### src/rtl/arcade_input_mapper.sv
// arcade_input_mapper: merges PS/2 key events and MiSTer joysticks into registered per-player controls
// with rotation, opposing-direction cleaning and stretched coin pulses.
module arcade_input_mapper #(
  parameter int PLAYERS   = 2,
  parameter int BTNS      = 2,
  parameter int COIN_HOLD = 200000,
  parameter int JOY_SHARE = 0,
  parameter int SOCD_CLR  = 1
) (
  input  logic              clk_sys,
  input  logic              reset_n,
  input  logic [10:0]       ps2_key,
  input  logic [15:0]       joystick_0,
  input  logic [15:0]       joystick_1,
  input  logic [1:0]        rotate,
  output logic [3+BTNS:0]   p1_ctl,
  output logic [3+BTNS:0]   p2_ctl,
  output logic [PLAYERS-1:0] start,
  output logic [PLAYERS-1:0] coin
);
  localparam int W = 4 + BTNS;
  localparam logic [23:0] HOLD_M1 = 24'(COIN_HOLD - 1);
  localparam logic [3:0] BMASK = 4'((1 << BTNS) - 1);

  // Key state per player, 10 bits each: {coin, start, btn[3:0], U, D, L, R}; player 2 in [19:10].
  function automatic logic [19:0] decode(input logic ext, input logic [7:0] code);
    logic [19:0] h;
    h = '0;
    case (code)
      8'h74: h[0] = 1'b1;
      8'h6B: h[1] = 1'b1;
      8'h72: h[2] = 1'b1;
      8'h75: h[3] = 1'b1;
      default: ;
    endcase
    if (!ext)
      case (code)
        8'h14: h[4]  = 1'b1;
        8'h11: h[5]  = 1'b1;
        8'h29: h[6]  = 1'b1;
        8'h12: h[7]  = 1'b1;
        8'h16: h[8]  = 1'b1;
        8'h2E: h[9]  = 1'b1;
        8'h34: h[10] = 1'b1;
        8'h23: h[11] = 1'b1;
        8'h2B: h[12] = 1'b1;
        8'h2D: h[13] = 1'b1;
        8'h1C: h[14] = 1'b1;
        8'h1B: h[15] = 1'b1;
        8'h15: h[16] = 1'b1;
        8'h1D: h[17] = 1'b1;
        8'h1E: h[18] = 1'b1;
        8'h36: h[19] = 1'b1;
        default: ;
      endcase
    return h;
  endfunction

  logic armed_q, armed_d, tog_q, tog_d, ev;
  logic [19:0] key_q, key_d, hit;
  logic [1:0][15:0] joy;
  logic [1:0][9:0] raw;
  logic [9:0] k;
  logic [3:0] d, r;
  logic [1:0][W-1:0] ctl_q, ctl_d;
  logic [1:0] start_q, start_d, coin_q, coin_d, cprev_q, cprev_d;
  logic [1:0][23:0] cnt_q, cnt_d;

  always_comb begin
    hit = decode(ps2_key[8], ps2_key[7:0]);
    armed_d = 1'b1;
    tog_d = ps2_key[10];
    ev = armed_q && (ps2_key[10] != tog_q);
    key_d = ev ? (key_q & ~hit) | (hit & {20{ps2_key[9]}}) : key_q;
    joy[0] = JOY_SHARE != 0 ? joystick_0 | joystick_1 : joystick_0;
    joy[1] = JOY_SHARE != 0 ? 16'h0 : joystick_1;
    raw = '0;
    k = '0;
    d = '0;
    r = '0;
    ctl_d = '0;
    start_d = '0;
    coin_d = '0;
    cprev_d = '0;
    cnt_d = '0;
    for (int p = 0; p < 2; p++) begin
      k = key_q[p*10 +: 10];
      raw[p] = {k[9] | joy[p][5+BTNS], k[8] | joy[p][4+BTNS], (k[7:4] | joy[p][7:4]) & BMASK, k[3:0] | joy[p][3:0]};
      d = raw[p][3:0];
      r = rotate == 2'd1 ? {d[1], d[0], d[2], d[3]} :
          rotate == 2'd2 ? {d[0], d[1], d[3], d[2]} :
          rotate == 2'd3 ? {d[2], d[3], d[0], d[1]} : d;
      r[3:2] = (SOCD_CLR != 0 && &r[3:2]) ? 2'b00 : r[3:2];
      r[1:0] = (SOCD_CLR != 0 && &r[1:0]) ? 2'b00 : r[1:0];
      ctl_d[p] = p < PLAYERS ? {raw[p][4 +: BTNS], r} : '0;
      start_d[p] = p < PLAYERS && raw[p][8];
      coin_d[p] = p < PLAYERS && (raw[p][9] || cnt_q[p] != 24'd0);
      cnt_d[p] = (raw[p][9] && !cprev_q[p]) ? HOLD_M1 : (cnt_q[p] != 24'd0 ? cnt_q[p] - 24'd1 : 24'd0);
      cprev_d[p] = raw[p][9];
    end
  end

  always_ff @(posedge clk_sys or negedge reset_n)
    if (!reset_n) begin
      armed_q <= 1'b0;
      tog_q   <= 1'b0;
      key_q   <= '0;
      ctl_q   <= '0;
      start_q <= '0;
      coin_q  <= '0;
      cprev_q <= '0;
      cnt_q   <= '0;
    end else begin
      armed_q <= armed_d;
      tog_q   <= tog_d;
      key_q   <= key_d;
      ctl_q   <= ctl_d;
      start_q <= start_d;
      coin_q  <= coin_d;
      cprev_q <= cprev_d;
      cnt_q   <= cnt_d;
    end

  assign p1_ctl = ctl_q[0];
  assign p2_ctl = ctl_q[1];
  assign start  = start_q[PLAYERS-1:0];
  assign coin   = coin_q[PLAYERS-1:0];
endmodule
### config.mk
export PLATFORM = sky130hd
export DESIGN_NAME = arcade_input_mapper
export DESIGN_NICKNAME = d
export VERILOG_FILES = /design/src/rtl/arcade_input_mapper.sv
export SDC_FILE = /design/constraint.sdc
export NUM_CORES = 1
export LEC_CHECK = 0
export CORE_ASPECT_RATIO = 0.5
export CORE_MARGIN = 1
export CORE_UTILIZATION = 49
export CTS_CLUSTER_SIZE = 20
export DETAILED_ROUTE_END_ITERATION = 7
export PLACE_DENSITY = 0.76
export SYNTH_ARGS = -nofsm -noshare
export SYNTH_HDL_FRONTEND = slang
export SYNTH_SLANG_ARGS = --single-unit
### constraint.sdc
create_clock -name clk_sys -period 2.1 [get_ports clk_sys]
set_input_delay 0.42 -clock clk_sys [delete_from_list [all_inputs] [get_ports clk_sys]]
set_output_delay 0.42 -clock clk_sys [all_outputs]
set_load 0.02 [all_outputs]
After elaboration in Yosys (flattened, before gate mapping)
Cells that the tools add are included.
Widths: inputs -> output; s select.
- bits of input ports: 47
- output and inout bits: 16
- register bits: 88
- logic and storage cells: 96
- $add $sub $neg: 2
- equality and inequality tests: 24
- reductions and logical operators: 13
- bitwise operators: 12
- multiplexer cells: 35
- operators by type and width (cell ; count):
    $mux 24 ; 4
    $eq 8x5->1 const B ; 9
    $eq 8x6->1 const B ; 7
    $reduce_bool 24->1 ; 2
    $sub 24x1->24 const B ; 2
    $and 20x20->20 ; 2
    $eq 8x7->1 const B ; 4
    $mux 4 ; 6
    $mux 1 ; 20
    $not 20->20 ; 1
    $or 20x20->20 ; 1
    $mux 16 ; 1
    $mux 2 ; 4
    $or 4x4->4 ; 2
    $reduce_and 2->1 ; 4
    $eq 2x2->1 const B ; 2
    $or 1x1->1 ; 4
    $or 2x2->2 ; 2
    $logic_and 1x1->1 ; 3
    $eq 2x1->1 const B ; 1
    $logic_not 1->1 ; 2
    $logic_or 1x1->1 ; 2
    $ne 1x1->1 ; 1

Depth between registers and ports, before layout
Gate-level depths: netlist of the first run.
- word-level depth: 6
- depth in mapped cells: 7
- mapped depth without buffers: 6

Worst setup path after synthesis of the first run
OpenSTA, ideal clock, no wires.
- path type: register to register
- start: register cnt_q[35] (netlist name)
- end: register cnt_q[42] (netlist name)
- slack: -0.205 ns
- required time: 2.027 ns
- setup time: 0.073 ns
- period minus slack after synthesis: 2.305 ns
- cell stages (with the launch flop): 6
- buffers on the path: 1
- data arrival time: 2.232 ns
- cells stage by stage: dfrtp_1 > or4_4 > or4_4 > buf_6 > or4_4 > a21oi_2
- RTL lines (what ; line ; text):
    from (decl) ; 67 ; logic [1:0][23:0] cnt_q, cnt_d;
    from (signal assigned) ; 121 ; cnt_q <= cnt_d;

==> results.md, run 1 <==
* Cells after Synth at 387
* Syn. warnings at 0
* CTS Sinks at 84
* Vias in the first global route at 3,359
* Synth area leader: dfrtp_1
* Slew Limit Fails at 0
* Final setup fails at 25
* Commonest cells post-synth: dfrtp_1 (84), nor2_1 (34), o21ai_0 (26)
* Largest stage delay on the critical path at 0.58 ns
* Post-synthesis mux area share at 0.0887
* Non-Filler Instances at 604
* Placed instance area at 5100 um2
* Type of origin of the critical path: flip-flop
* Number of port buffers at 46
* First-pass GRT wire length at 16.0 mm
* Die W at 133 um
* Crit path from: cnt_q[34]
* WL final at 9.54 mm
* H-Tree Depth at 3
* Fin area at 5560 um2
* Reg2reg start: cnt_q[34]
* Post-Synth XOR/XNOR Area at 0.0461
* Worst-Margin Slew at 0.692 ns
* Final HPWL DP at 6.43 mm
* Reg2reg path depth at 4
* Crit path DAT at 2.54 ns
* Failing checks: setup timing
* Die Span Y at 67.3 um
* Initial DRC count at 216
* Worst path cell trace: or4_4 -> or4_4 -> or4_4 -> a21oi_2
* Register bit count reported by yosys at 84
* Headroom to the max-slew limit at 0.532
* Layout Nets at 538
* Top cells by area, synth: dfrtp_1 (50%), mux2_2 (4.3%), mux4_2 (4.3%), o21ai_0 (3.1%), nor2_1 (3.1%)
* Area of the core at 8140 um2
* Standard-cell rows at 23
* Clock Path Buffers at 2
* Post-place setup slack at -0.234 ns
* Netlist cell types at 45
* CP max FO at 7
* RR Endpoint: cnt_q[45]
* Share of layout cells above drive strength 1 at 0.272
* Fmax at 0.439 GHz
* Post-synthesis compound-gate area fraction at 0.104
* FF-to-FF setup slack at -0.18 ns
* Status: finished with violations
* Async SR Flop Fraction at 1.00
* HP Class: in -> async
* Area share of the largest cell type after synthesis at 0.503
* Final RePlAce weighted congestion at 0.867
* Peak VDD IR at 461 uV
* Post-layout util at 0.683
* Worst-path clk slew at 0.06 ns
* Initial Util at 0.513
* Largest family of logic cells by synthesized area: simple AND/OR/NAND/NOR gates
* Via density at 5.59
* Vias at 3,378
* Crit-path slowest cell: or4_4
* Critical path capture point type: flip-flop
* Die area at 8920 um2
* Hold Fails Final Rpt at 0
* Final antenna-violating net count at 0
* Post-layout power at 4.02 mW
* Period utilisation layout at 1.08
* Crit path time final at 2.28 ns
* Leakage power at 2.21 nW
* Total CTS buffers at 9
* Most frequent cell after synthesis: dfrtp_1
* Worst Skew at 0.00856 ns
* Synth Area per Inst at 10.8 um2
* I/O pins at 63
* Mapped Nets at 438
* CTS tree: done
* Gr ovfl total at 0
* Synthesized area at 4180 um2
* WS Path Type: reg -> reg
* CP most frequent cell: or4_4
* Number of synthesized flops with an enable pin at 0
* Final WS setup at -0.176 ns
* RSZ-0062 raised after global routing: true
* PwrDens at 722 nW/um2
* Clock Tree Root: clkbuf_16
* Initial antenna violation count at 0
* Register area share after synthesis at 0.503
* Gr usage total at 0.237
* First-pass DRT Iterations at 4
* Placed Cells at 582
* Adder-cell area share of the yosys netlist at 0.0120
* Post-CTS Hold Buffers at 0
* Worst-Skew Late Latency at 0.34 ns
* Top FF cell, synth: dfrtp_1
* Largest net degree at the start of global routing at 35
* Required @ worst endpoint at 2.36 ns
* Simple-gate share of the synthesized area at 0.225
* Ant. Diodes at 0
* DRC at 0
* Area Overhead vs Synth at 33.2%
* Total of max-cap violations at 0
* Post-DR wirelength/cell at 15.8 um
## cells by family after synthesis
| kind of cell | count (synthesis) |
|---|---|
| compound gates | 69 |
| xor+xnor | 22 |
| fa+ha+maj | 4 |
| buf+inv | 19 |
| flops | 84 |
| mux | 25 |
| other cells | 1 |
| simple gates | 163 |
## area by class of cell
class                      instances  area (um2)
fill                             608        2580
multi-input combinational        285        2080
sequential                        84        2100
timing repair buffer             100         887
inverter                           7        26.3
clock inverter                     6        87.6
tap                              112         140
clock buffer                      10         239
## repair_timing
item | 4_1_cts | 5_1_grt
setup buffers | 4 | 0
gates resized for setup | 12 | 10
cloned | 2 | 0
setup endpoints to repair | 25 | 36
pin swaps | 6 | 8
## cell usage in the layout (no fill, tap or decap), drive strengths merged, types with 2 or more instances in the layout
master         instances
clkbuf                10
ha                     4
nor4                  15
o41ai                  5
or4                   12
xnor2                  8
nand2                 14
nor2b                  2
o31a                   2
mux2                  16
nand3                  6
nor3b                  2
nand2b                 9
mux4                   8
clkinv                 4
a21oi                 18
or2                   12
o21ai                 26
o21a                   4
nor4b                  3
nand4                  9
nand4b                 4
or3                   11
dfrtp                 84
clkdlybuf4s50         45
inv                    7
buf                   55
bufinv                 2
nand3b                 4
nor3                  25
nor2                  34
xor2                  14
o31ai                  9
or4b                   2
## power breakdown
group          total, mW  switching, mW  internal, mW  leakage (nW)
sequential          1.76         0.0580          1.70          1.03
clock               1.70          0.630          1.07         0.162
combinational      0.549          0.271         0.278          1.02
total               4.02          0.959          3.06          2.21
## per-stage QoR
step,hold WS (ns),TNS (ns)
floorplan,0.124,-1.69
global placement,0.376,-3.74
detailed placement,0.375,-4.64
CTS,0.0154,-2.77
global route,0.0354,-3.65
finish,0.00759,-2.53
## metal layers
layer,track usage,share of wire,vias up
met2,0.401,0.49,83
met1,0.296,0.45,1650
met5,0,0,-
met3,0.0676,0.055,6
met4,0.0876,0.0056,0
li1,-,-,1639
## worst max-delay path: cells and delay by family (launching register included)
family,cells,cell delay [ns]
AND/OR/NAND/NOR,3,1.68
flip-flops,1,0.38
AO/OA/AOI/OAI,1,0.15
## worst max-delay path by stage
stage / endpoint / slack [ns]
6_report: cnt_q[45] / -0.18
3_5_place_dp: cnt_q[47] / -0.23
3_3_place_gp: cnt_q[47] / -0.21
2_1_floorplan: cnt_q[44] / -0.11
5_1_grt: cnt_q[47] / -0.21
4_1_cts: cnt_q[46] / -0.19
Power figures use the tool's default switching activity.
==> run 2: changes to the inputs <==
--- a/config.mk
+++ b/config.mk
@@ -5,6 +5,7 @@
 export SDC_FILE = /design/constraint.sdc
 export NUM_CORES = 1
 export LEC_CHECK = 0
+export CAP_MARGIN = 20
 export CORE_ASPECT_RATIO = 0.5
 export CORE_MARGIN = 1
 export CORE_UTILIZATION = 49
==> results of run 2 <==
The final DEF is identical to that of run 1; final timing and power are the same.
==> run 3: changes to the inputs <==
--- a/config.mk
+++ b/config.mk
@@ -12,6 +12,7 @@
 export CTS_CLUSTER_SIZE = 20
 export DETAILED_ROUTE_END_ITERATION = 7
 export PLACE_DENSITY = 0.76
+export SKIP_LAST_GASP = 1
 export SYNTH_ARGS = -nofsm -noshare
 export SYNTH_HDL_FRONTEND = slang
 export SYNTH_SLANG_ARGS = --single-unit
==> run 3 against run 2 <==
The flow still finishes with violations (setup timing). Final cell count did not move. Routed wire length rose by 0.51%. Utilization barely moved. Register-to-register slack barely moved. Clock-buffer cell count did not move. Clock skew fell by 0.0030 ns. Die area did not move. Clock power barely moved. Sequential share of layout area barely moved. Sequential power barely moved. Largest cell class unchanged.
==> results.md, run 3 (same netlist as run 1, synthesis figures left out) <==
* Initial antenna violation count at 0 (unchanged)
* First-pass GRT wire length at 16.0 mm (unchanged)
* Critical path capture point type: flip-flop
* Final WS setup at -0.175 ns (+0.00112 ns)
* I/O pins at 63 (unchanged)
* Leakage power at 2.21 nW (about the same)
* Gr ovfl total at 0 (unchanged)
* Worst path cell trace: or4_4 -> or4_4 -> or4_4 -> a21oi_2
* WL final at 9.59 mm (+0.51%)
* Hold Fails Final Rpt at 0 (unchanged)
* Vias at 3,378 (unchanged)
* Ant. Diodes at 0 (unchanged)
* Post-layout util at 0.683 (about the same)
* Status: finished with violations
* Hold_ws at 0.00362 ns (-0.00397 ns)
* Slew Limit Fails at 0 (unchanged)
* Worst Skew at 0.00557 ns (-0.00299 ns)
* Initial Util at 0.513 (unchanged)
* Worst-path clk slew at 0.06 ns (about the same)
* Post-DR wirelength/cell at 15.9 um (+0.51%)
* First-pass DRT Iterations at 5 (+1)
* Layout Nets at 538 (unchanged)
* HP Class: in -> async
* Gr usage total at 0.237 (unchanged)
* Die Span Y at 67.3 um (unchanged)
* Reg2reg path depth at 4 (unchanged)
* CTS Sinks at 84 (unchanged)
* WS Path Type: reg -> reg
* Via density at 5.59 (unchanged)
* Total CTS buffers at 9 (unchanged)
* Die area at 8920 um2 (unchanged)
* PwrDens at 722 nW/um2 (about the same)
* Clock Tree Root: clkbuf_16
* Worst-Skew Late Latency at 0.34 ns (about the same)
* Type of origin of the critical path: flip-flop
* Number of port buffers at 46 (unchanged)
* Die W at 133 um (unchanged)
* CP most frequent cell: or4_4
* Placed Cells at 582 (unchanged)
* Fillcell total at 611 (+0.49%)
* Worst-Margin Slew at 0.696 ns (+0.00405 ns)
* Period utilisation layout at 1.08 (about the same)
* Initial DRC count at 197 (-8.8%)
* Crit path time final at 2.27 ns (-0.00112 ns)
* Failing checks: setup timing
* Final antenna-violating net count at 0 (unchanged)
* Crit path DAT at 2.54 ns (about the same)
* Final RePlAce weighted congestion at 0.867 (unchanged)
* Clock Path Buffers at 2 (unchanged)
* Post-CTS Hold Buffers at 0 (unchanged)
* H-Tree Depth at 3 (unchanged)
* RR Endpoint: cnt_q[45]
* CP max FO at 7 (unchanged)
* Area Overhead vs Synth at 33.2% (about the same)
* Required @ worst endpoint at 2.36 ns (about the same)
* CTS tree: done
* Peak VDD IR at 461 uV (+0.18%)
* Non-Filler Instances at 604 (unchanged)
* Commonest non-fill, non-tap cell in the layout: dfrtp_1
* Fmax at 0.440 GHz (about the same)
* Share of layout cells above drive strength 1 at 0.272 (unchanged)
* Most frequent cells in the layout: dfrtp_1 (84), buf_4 (51), clkdlybuf4s50_1 (45)
* DRC at 0 (unchanged)
* RSZ-0062 raised after global routing: true
* Standard-cell rows at 23 (unchanged)
* Total of max-cap violations at 0 (unchanged)
* Final HPWL DP at 6.43 mm (unchanged)
* Area of the core at 8140 um2 (unchanged)
* Reg2reg start: cnt_q[34]
* Headroom to the max-slew limit at 0.529 (-0.00274)
* FF-to-FF setup slack at -0.17 ns (about the same)
* Largest stage delay on the critical path at 0.58 ns (about the same)
* Vias in the first global route at 3,363 (+0.12%)
* Crit-path slowest cell: or4_4
* Final setup fails at 25 (unchanged)
* Largest net degree at the start of global routing at 35 (unchanged)
[run 3: cell types whose count changed in the layout (fill, tap and decap cells not counted)]
| cell | change |
|---|---|
| nor4b_1 | +1 |
| nor4b_2 | -1 |
| o31ai_1 | -1 |
| o31ai_2 | +1 |
[run 3: routing by layer]
layer / vias to the layer above / GRT usage / part of all wire
met5: - / 0 / 0
met4: 0 / 0.0876 / 0.0080
met3: 9 / 0.0676 / 0.052
met2: 88 / 0.401 / 0.49
met1: 1643 / 0.296 / 0.45
li1: 1638 / - / -
[run 3: worst max-delay path, delay by kind of cell (launching register included)]
kind | cells | cell delay [ns]
and+or+nand+nor | 3 | 1.68
AOI/OAI and AO/OA | 1 | 0.14
DFF | 1 | 0.38
[run 3: what timing repair did]
action	CTS	global route
endpoints found under the hold margin	0	0
cloned	2	0
gates resized for setup	11	11
setup endpoints to repair	25	36
buffers inserted	4	0
pin swaps	6	8
[run 3: worst max-delay path by stage]
stage	start	endpoint	slack, ns
floorplan	cnt_q[36]	cnt_q[44]	-0.11
global placement	cnt_q[36]	cnt_q[47]	-0.21
detailed placement	cnt_q[36]	cnt_q[47]	-0.23
CTS	cnt_q[34]	cnt_q[46]	-0.19
global route	cnt_q[34]	cnt_q[47]	-0.21
finish	cnt_q[34]	cnt_q[45]	-0.17
[run 3: through the flow]
stage | power [mW] | setup slack [ns] | instance area, um2 | setup TNS, ns
4_1_cts | 4.05 | -0.189 | 5500 | -2.78
3_3_place_gp | 2.31 | -0.212 | 5100 | -3.74
5_1_grt | 4.20 | -0.209 | 5560 | -3.70
2_1_floorplan | 2.05 | -0.112 | 4180 | -1.69
6_report | 4.02 | -0.175 | 5560 | -2.58
3_5_place_dp | 2.33 | -0.234 | 5100 | -4.64
[run 3: area by class of cell]
class,instances,area (um2),share of cell area
sequential,84,2100,0.378
multi-input combinational,285,2080,0.374
timing repair buffer,100,887,0.159
clock buffer,10,239,0.0430
tap,112,140,0.0252
clock inverter,6,87.6,0.0157
inverter,7,26.3,0.00472
[run 3: power by group]
part	leakage [nW]	total [mW]	switching (mW)	internal [mW]
clock network	0.162	1.70	0.631	1.07
logic	1.02	0.550	0.272	0.278
registers	1.03	1.76	0.0583	1.70
